## config.mk

```make
export PLATFORM = sky130hd
export DESIGN_NAME = gpio_irq_bank
export DESIGN_NICKNAME = d
export VERILOG_FILES = /design/src/rtl/gpio_irq_bank.sv
export SDC_FILE = /design/constraint.sdc
export NUM_CORES = 1
export LEC_CHECK = 0
export BUFFER_PORTS_ARGS = -buffer_cell sky130_fd_sc_hd__buf_2
export CORE_MARGIN = 2
export CORE_UTILIZATION = 54
export CTS_CLUSTER_SIZE = 16
export DETAILED_ROUTE_END_ITERATION = 8
export PLACE_DENSITY = 0.81
export SKIP_LAST_GASP = 1
export SLEW_MARGIN = 20
export SYNTH_ARGS = -nofsm -noshare
export SYNTH_HDL_FRONTEND = slang
export SYNTH_SLANG_ARGS = --single-unit
```

## constraint.sdc

```tcl
create_clock -name clk -period 3 [get_ports clk]
set_input_delay 0.15 -clock clk [delete_from_list [all_inputs] [get_ports clk]]
set_output_delay 0.15 -clock clk [all_outputs]
set_load 0.005 [all_outputs]
```

## src/rtl/gpio_irq_bank.sv

```systemverilog
// gpio_irq_bank: memory-mapped GPIO bank with per-pin direction/output
// registers, input synchronisers and edge-triggered, sticky interrupt status.

// Per-pin input path: synchroniser, previous-value flop, edge qualification
// and the sticky status bit.
module gpio_irq_lane #(
    parameter int SYNC_STAGES = 2
) (
    input  logic clk,
    input  logic reset,
    input  logic pin,
    input  logic rise_en,
    input  logic fall_en,
    input  logic clr,
    output logic in_sync,
    output logic status
);
    logic [SYNC_STAGES-1:0] sync;
    logic                   prev;
    logic                   hit;

    // Synchroniser chain for the asynchronous pad input
    always_ff @(posedge clk or negedge reset) begin
        if (!reset) sync <= '0;
        else        sync <= {sync[SYNC_STAGES-2:0], pin};
    end

    assign in_sync = sync[SYNC_STAGES-1];

    // Previous synchronised value; reset to 0 so a pin held high yields one rise
    always_ff @(posedge clk or negedge reset) begin
        if (!reset) prev <= 1'b0;
        else        prev <= in_sync;
    end

    assign hit = (in_sync & ~prev & rise_en) | (~in_sync & prev & fall_en);

    // Sticky status: write-1-to-clear, a coincident edge keeps the bit set
    always_ff @(posedge clk or negedge reset) begin
        if (!reset) status <= 1'b0;
        else        status <= (status & ~clr) | hit;
    end
endmodule

module gpio_irq_bank #(
    parameter int WIDTH       = 20,
    parameter int SYNC_STAGES = 2
) (
    input  logic             clk,
    input  logic             reset,
    input  logic             read,
    input  logic             write,
    input  logic [31:0]      address,
    input  logic [31:0]      write_data,
    output logic [31:0]      read_data,
    input  logic [WIDTH-1:0] gpio_in,
    output logic [WIDTH-1:0] gpio_out,
    output logic [WIDTH-1:0] gpio_oe,
    output logic             irq
);
    typedef enum logic [2:0] {
        R_DIR     = 3'd0,
        R_OUT     = 3'd1,
        R_IN      = 3'd2,
        R_SET     = 3'd3,
        R_CLR     = 3'd4,
        R_RISE_EN = 3'd5,
        R_FALL_EN = 3'd6,
        R_STATUS  = 3'd7
    } reg_e;

    reg_e             sel;
    logic [WIDTH-1:0] wdata;
    logic [WIDTH-1:0] dir_q, out_q, rise_en_q, fall_en_q;
    logic [WIDTH-1:0] in_q, status_q, clr_vec;
    logic [WIDTH-1:0] rd_sel;
    logic             unused_addr;

    assign sel         = reg_e'(address[4:2]);
    assign wdata       = write_data[WIDTH-1:0];
    assign unused_addr = ^{address[31:5], address[1:0]};

    // Data bits above WIDTH carry no meaning
    generate
        if (WIDTH < 32) begin : g_wd_hi
            logic unused_wd;
            assign unused_wd = ^write_data[31:WIDTH];
        end
    endgenerate

    assign clr_vec = (write && sel == R_STATUS) ? wdata : '0;

    // One lane per pin
    generate
        for (genvar i = 0; i < WIDTH; i++) begin : g_lane
            gpio_irq_lane #(.SYNC_STAGES(SYNC_STAGES)) u_lane (
                .clk     (clk),
                .reset   (reset),
                .pin     (gpio_in[i]),
                .rise_en (rise_en_q[i]),
                .fall_en (fall_en_q[i]),
                .clr     (clr_vec[i]),
                .in_sync (in_q[i]),
                .status  (status_q[i])
            );
        end
    endgenerate

    // Control registers: DIR, OUT (with SET/CLR aliases), edge enables
    always_ff @(posedge clk or negedge reset) begin
        if (!reset) begin
            dir_q     <= '0;
            out_q     <= '0;
            rise_en_q <= '0;
            fall_en_q <= '0;
        end else if (write) begin
            case (sel)
                R_DIR:     dir_q     <= wdata;
                R_OUT:     out_q     <= wdata;
                R_SET:     out_q     <= out_q | wdata;
                R_CLR:     out_q     <= out_q & ~wdata;
                R_RISE_EN: rise_en_q <= wdata;
                R_FALL_EN: fall_en_q <= wdata;
                default:   ;
            endcase
        end
    end

    // Registered interrupt: follows STATUS by one cycle
    always_ff @(posedge clk or negedge reset) begin
        if (!reset) irq <= 1'b0;
        else        irq <= |status_q;
    end

    assign gpio_oe  = dir_q;
    assign gpio_out = out_q;

    // Combinational read mux; pre-write values are visible during a write
    always_comb begin
        rd_sel = '0;
        case (sel)
            R_DIR:              rd_sel = dir_q;
            R_OUT, R_SET, R_CLR: rd_sel = out_q;
            R_IN:               rd_sel = in_q;
            R_RISE_EN:          rd_sel = rise_en_q;
            R_FALL_EN:          rd_sel = fall_en_q;
            R_STATUS:           rd_sel = status_q;
            default:            rd_sel = '0;
        endcase
    end

    // Zero-extend the selected register; bus idles at 0 without a read
    always_comb begin
        read_data = '0;
        if (read) read_data[WIDTH-1:0] = rd_sel;
    end
endmodule

```

==> results.py <==
metrics = {
    "synth": {
        "synth_area_leader_cell": "dfrtp_1",
        "ys_seq_area_share_pct": 56.4,
        "yosysMostFrequentCell": "dfrtp_1",
        "yosysWarnings": 0,
        "postSynth.asyncResetShare_pct": 100,
        "synthFlopType": "dfrtp_1",
        "synth_area_per_cell_um2": 10.8,
        "synth-seq-cells": 161,
        "synth_area_um2": 7140,
        "synthTopCellsByArea": "dfrtp_1, mux2_2, nand2_1",
        "synth_edf_count": 0,
        "synthCells": 659,
        "synth.distinct_cells": 40,
        "synth_top_area_share_pct": 56.4,
        "synthTopCellsByCount": "dfrtp_1, nand2_1, mux2_2",
    },
    "global_routing": {
        "grt_overflow": 0,
        "grt_first_pass_wirelength_um": 28900,
        "antenna_found_initial": 3,
        "grt_usage_pct": 26.5,
        "grt_pass1_vias": 5810,
        "grt_max_degree": 78,
    },
    "outcome": {
        "outcome": "finished clean",
    },
    "clocking": {
        "cts-buffers-inserted": 17,
        "clock_path_buffers": 2,
        "cts.reportedPaths.clkPinSlew_ns": 0.06,
        "clkSinkCount": 161,
        "cts_root_buf": "clkbuf_16",
        "htree_levels": 4,
        "tritoncts": "done",
        "cts_resized": 0,
        "clock_latency_ns": 0.43,
    },
    "worst_setup_path": {
        "cp.depth": 7,
        "slowest_delay_ns": 0.64,
        "worstReg2RegStart": "g_lane[7].u_lane.status",
        "critPathSlowestCell": "nand2_1",
        "path_common_cell": "buf_2",
        "cp_cell_sequence": "buf_2, nor2_1, nand2_1, buf_4, o21ai_0, a21oi_1, buf_2",
        "rrSetupSlack_ns": 1.72,
        "cp.required_ns": 2.85,
        "cp-end-kind": "output port",
        "crit_buf_inv": 3,
        "crit_start": "address[2]",
        "endpoint": "read_data[19]",
        "path_delay_family": "buffers and inverters",
        "path_class": "primary input to output port",
        "cp-start-kind": "primary input",
        "reg2regPathDepth": 3,
        "critical_path.max_fanout": 26,
        "cp.arrival_ns": 2.12,
        "r2r-end": "irq",
    },
    "detailed_routing": {
        "ant_nets": 0,
        "vias_per_cell": 5.90,
        "drtIter0Drc": 551,
        "first_pass_iters": 5,
        "drc": 0,
        "wl_um": 18100,
        "num_vias": 5738,
        "wire_per_inst_um": 18.6,
    },
    "pwr": {
        "max-vdd-ir-drop_v": 0.000393,
        "power_density_nw_per_um2": 689,
        "total_power_w": 0.00598,
        "p_seq_share_pct": 45.5,
        "p_leak_nw": 3.90,
        "pwr-share-comb_pct": 14.4,
        "power.internal_w": 0.00443,
        "swShare_pct": 25.9,
        "p_sw_w": 0.00155,
        "power_frac_clock_pct": 40.1,
    },
    "timing": {
        "skew_ns": 0.00777,
        "finalSetupViolations": 0,
        "drv_slew": 0,
        "rsz0062_at_grt": "false",
        "report.final.hold_viol_count": 0,
        "min_period_over_period_pct": 75.8,
        "tightest_slew_ns": 0.787,
        "fin_crit_ns": 2.27,
        "relSlewSlack_pct": 47.4,
        "worst_slack_ns": 0.727,
        "max_clock_freq_mhz": 440,
        "setup_tns_ns": 0,
    },
    "floorplanning": {
        "core_area_um2": 13100,
        "pin_count": 161,
        "die_x_um": 119,
        "die_y_um": 119,
        "std_cell_rows": 42,
        "die_area_um2": 14200,
        "start_util_pct": 54.6,
    },
    "placed_design": {
        "place_area_um2": 7800,
        "dp_slack_ns": 0.740,
        "place_congestion": 0.817,
        "portBuffers": 107,
        "hpwl_um": 11800,
    },
    "final_layout": {
        "nets": 870,
        "stdcell_area_um2": 8670,
        "fillCellCount": 997,
        "final_layout_size_suffix_gt1_share_pct": 28.8,
        "areaGrowthSynthToFinish_pct": 21.4,
    },
    "run": {
        "cap_violations": 0,
    },
    "hold_path": {
        "hp-class": "primary input to register",
    },
}
-- logic make-up (layout without fill, tap and decap cells) --
| family | Yosys count | in the layout | share of synthesized area (%) |
|---|---|---|---|
| AND/OR/NAND/NOR | 202 | 202 | 12.9 |
| multiplexers | 86 | 86 | 13.3 |
| buffers and inverters | 54 | 179 | 4.10 |
| other | 1 | 14 | 0.0525 |
| AO/OA/AOI/OAI | 155 | 155 | 13.1 |
| flip-flops | 161 | 161 | 56.4 |
-- registers in the layout (all words and copies together) (netlist names) --
signal	cells
fall_en_q	20
gpio_out	20
irq	1
g_lane.u_lane.prev	20
g_lane.u_lane.sync	40
g_lane.u_lane.status	20
gpio_oe	20
rise_en_q	20
-- what timing repair did --
| action | CTS | global route |
|---|---|---|
| endpoints found under the hold margin | 95 | 0 |
| buffers inserted | 0 | 0 |
| hold buffers | 21 | 0 |
-- cell usage in the layout (no fill, tap or decap), types with 12 or more instances in the layout --
| cell | Yosys | final |
|---|---|---|
| dfrtp_1 | 161 | 161 |
| nand2_1 | 122 | 122 |
| buf_2 | 24 | 106 |
| mux2_2 | 71 | 71 |
| o21ai_0 | 51 | 51 |
| a21oi_1 | 47 | 47 |
| dlygate4sd3_1 | 0 | 21 |
| nand3b_1 | 20 | 20 |
| o211ai_1 | 20 | 20 |
| clkbuf_16 | 0 | 17 |
| nor2_1 | 15 | 15 |
| buf_4 | 14 | 14 |
| mux2i_1 | 13 | 13 |
| nor3_1 | 14 | 13 |
| nand3_1 | 12 | 12 |
| conb_1 | 1 | 12 |
-- power groups by stage --
| stage | clock [W] | combinational, W | sequential [W] |
|---|---|---|---|
| 3_5_place_dp | 0 | 0.000838 | 0.00275 |
| 2_1_floorplan | 0 | 0.000523 | 0.00269 |
| 4_1_cts | 0.00241 | 0.000866 | 0.00271 |
| 6_report | 0.00239 | 0.000861 | 0.00272 |
| 3_3_place_gp | 0 | 0.000800 | 0.00272 |
| 5_1_grt | 0.00251 | 0.000954 | 0.00276 |
-- per-layer routing --
metal | part of all wire, % | global-route usage (%) | wire, µm
met1 | 39 | 31.5 | 7070
met2 | 50 | 44.3 | 9030
met3 | 7.9 | 7.85 | 1430
met4 | 2.9 | 12.6 | 531
met5 | 0.061 | 0 | 11
-- through the flow --
stage	cells	util, %	hold WS (ns)
3_5_place_dp	918	59.6	0.232
5_1_grt	971	66.2	0.0300
4_1_cts	971	66.2	0.0108
6_report	973	66.3	0.0226
3_3_place_gp	918	59.6	0.218
2_1_floorplan	670	-	-0.146
-- layout make-up --
cell class              instances  area (µm²)  area share (%)
multi-input cells             455        2870            33.0
repair buffers                143         877            10.1
clock buffers                  19         453            5.22
diodes                          2        5.00          0.0577
flip-flops and latches        161        4030            46.5
clock inverters                13         206            2.38
inverters                       4        15.0           0.173
well taps                     176         220            2.54
-- worst min-delay path by stage --
stage / slack, ns / cells past startpoint / startpoint / to
floorplan: -0.15 / 0 / reset / fall_en_q[0]
global placement: 0.22 / 1 / reset / gpio_oe[14]
detailed placement: 0.23 / 1 / reset / g_lane[14].u_lane.sync[0]
CTS: 0.01 / 2 / write_data[3] / rise_en_q[3]
global route: 0.03 / 2 / write_data[3] / rise_en_q[3]
finish: 0.02 / 2 / write_data[3] / rise_en_q[3]
(Power assumes the default switching activity.)
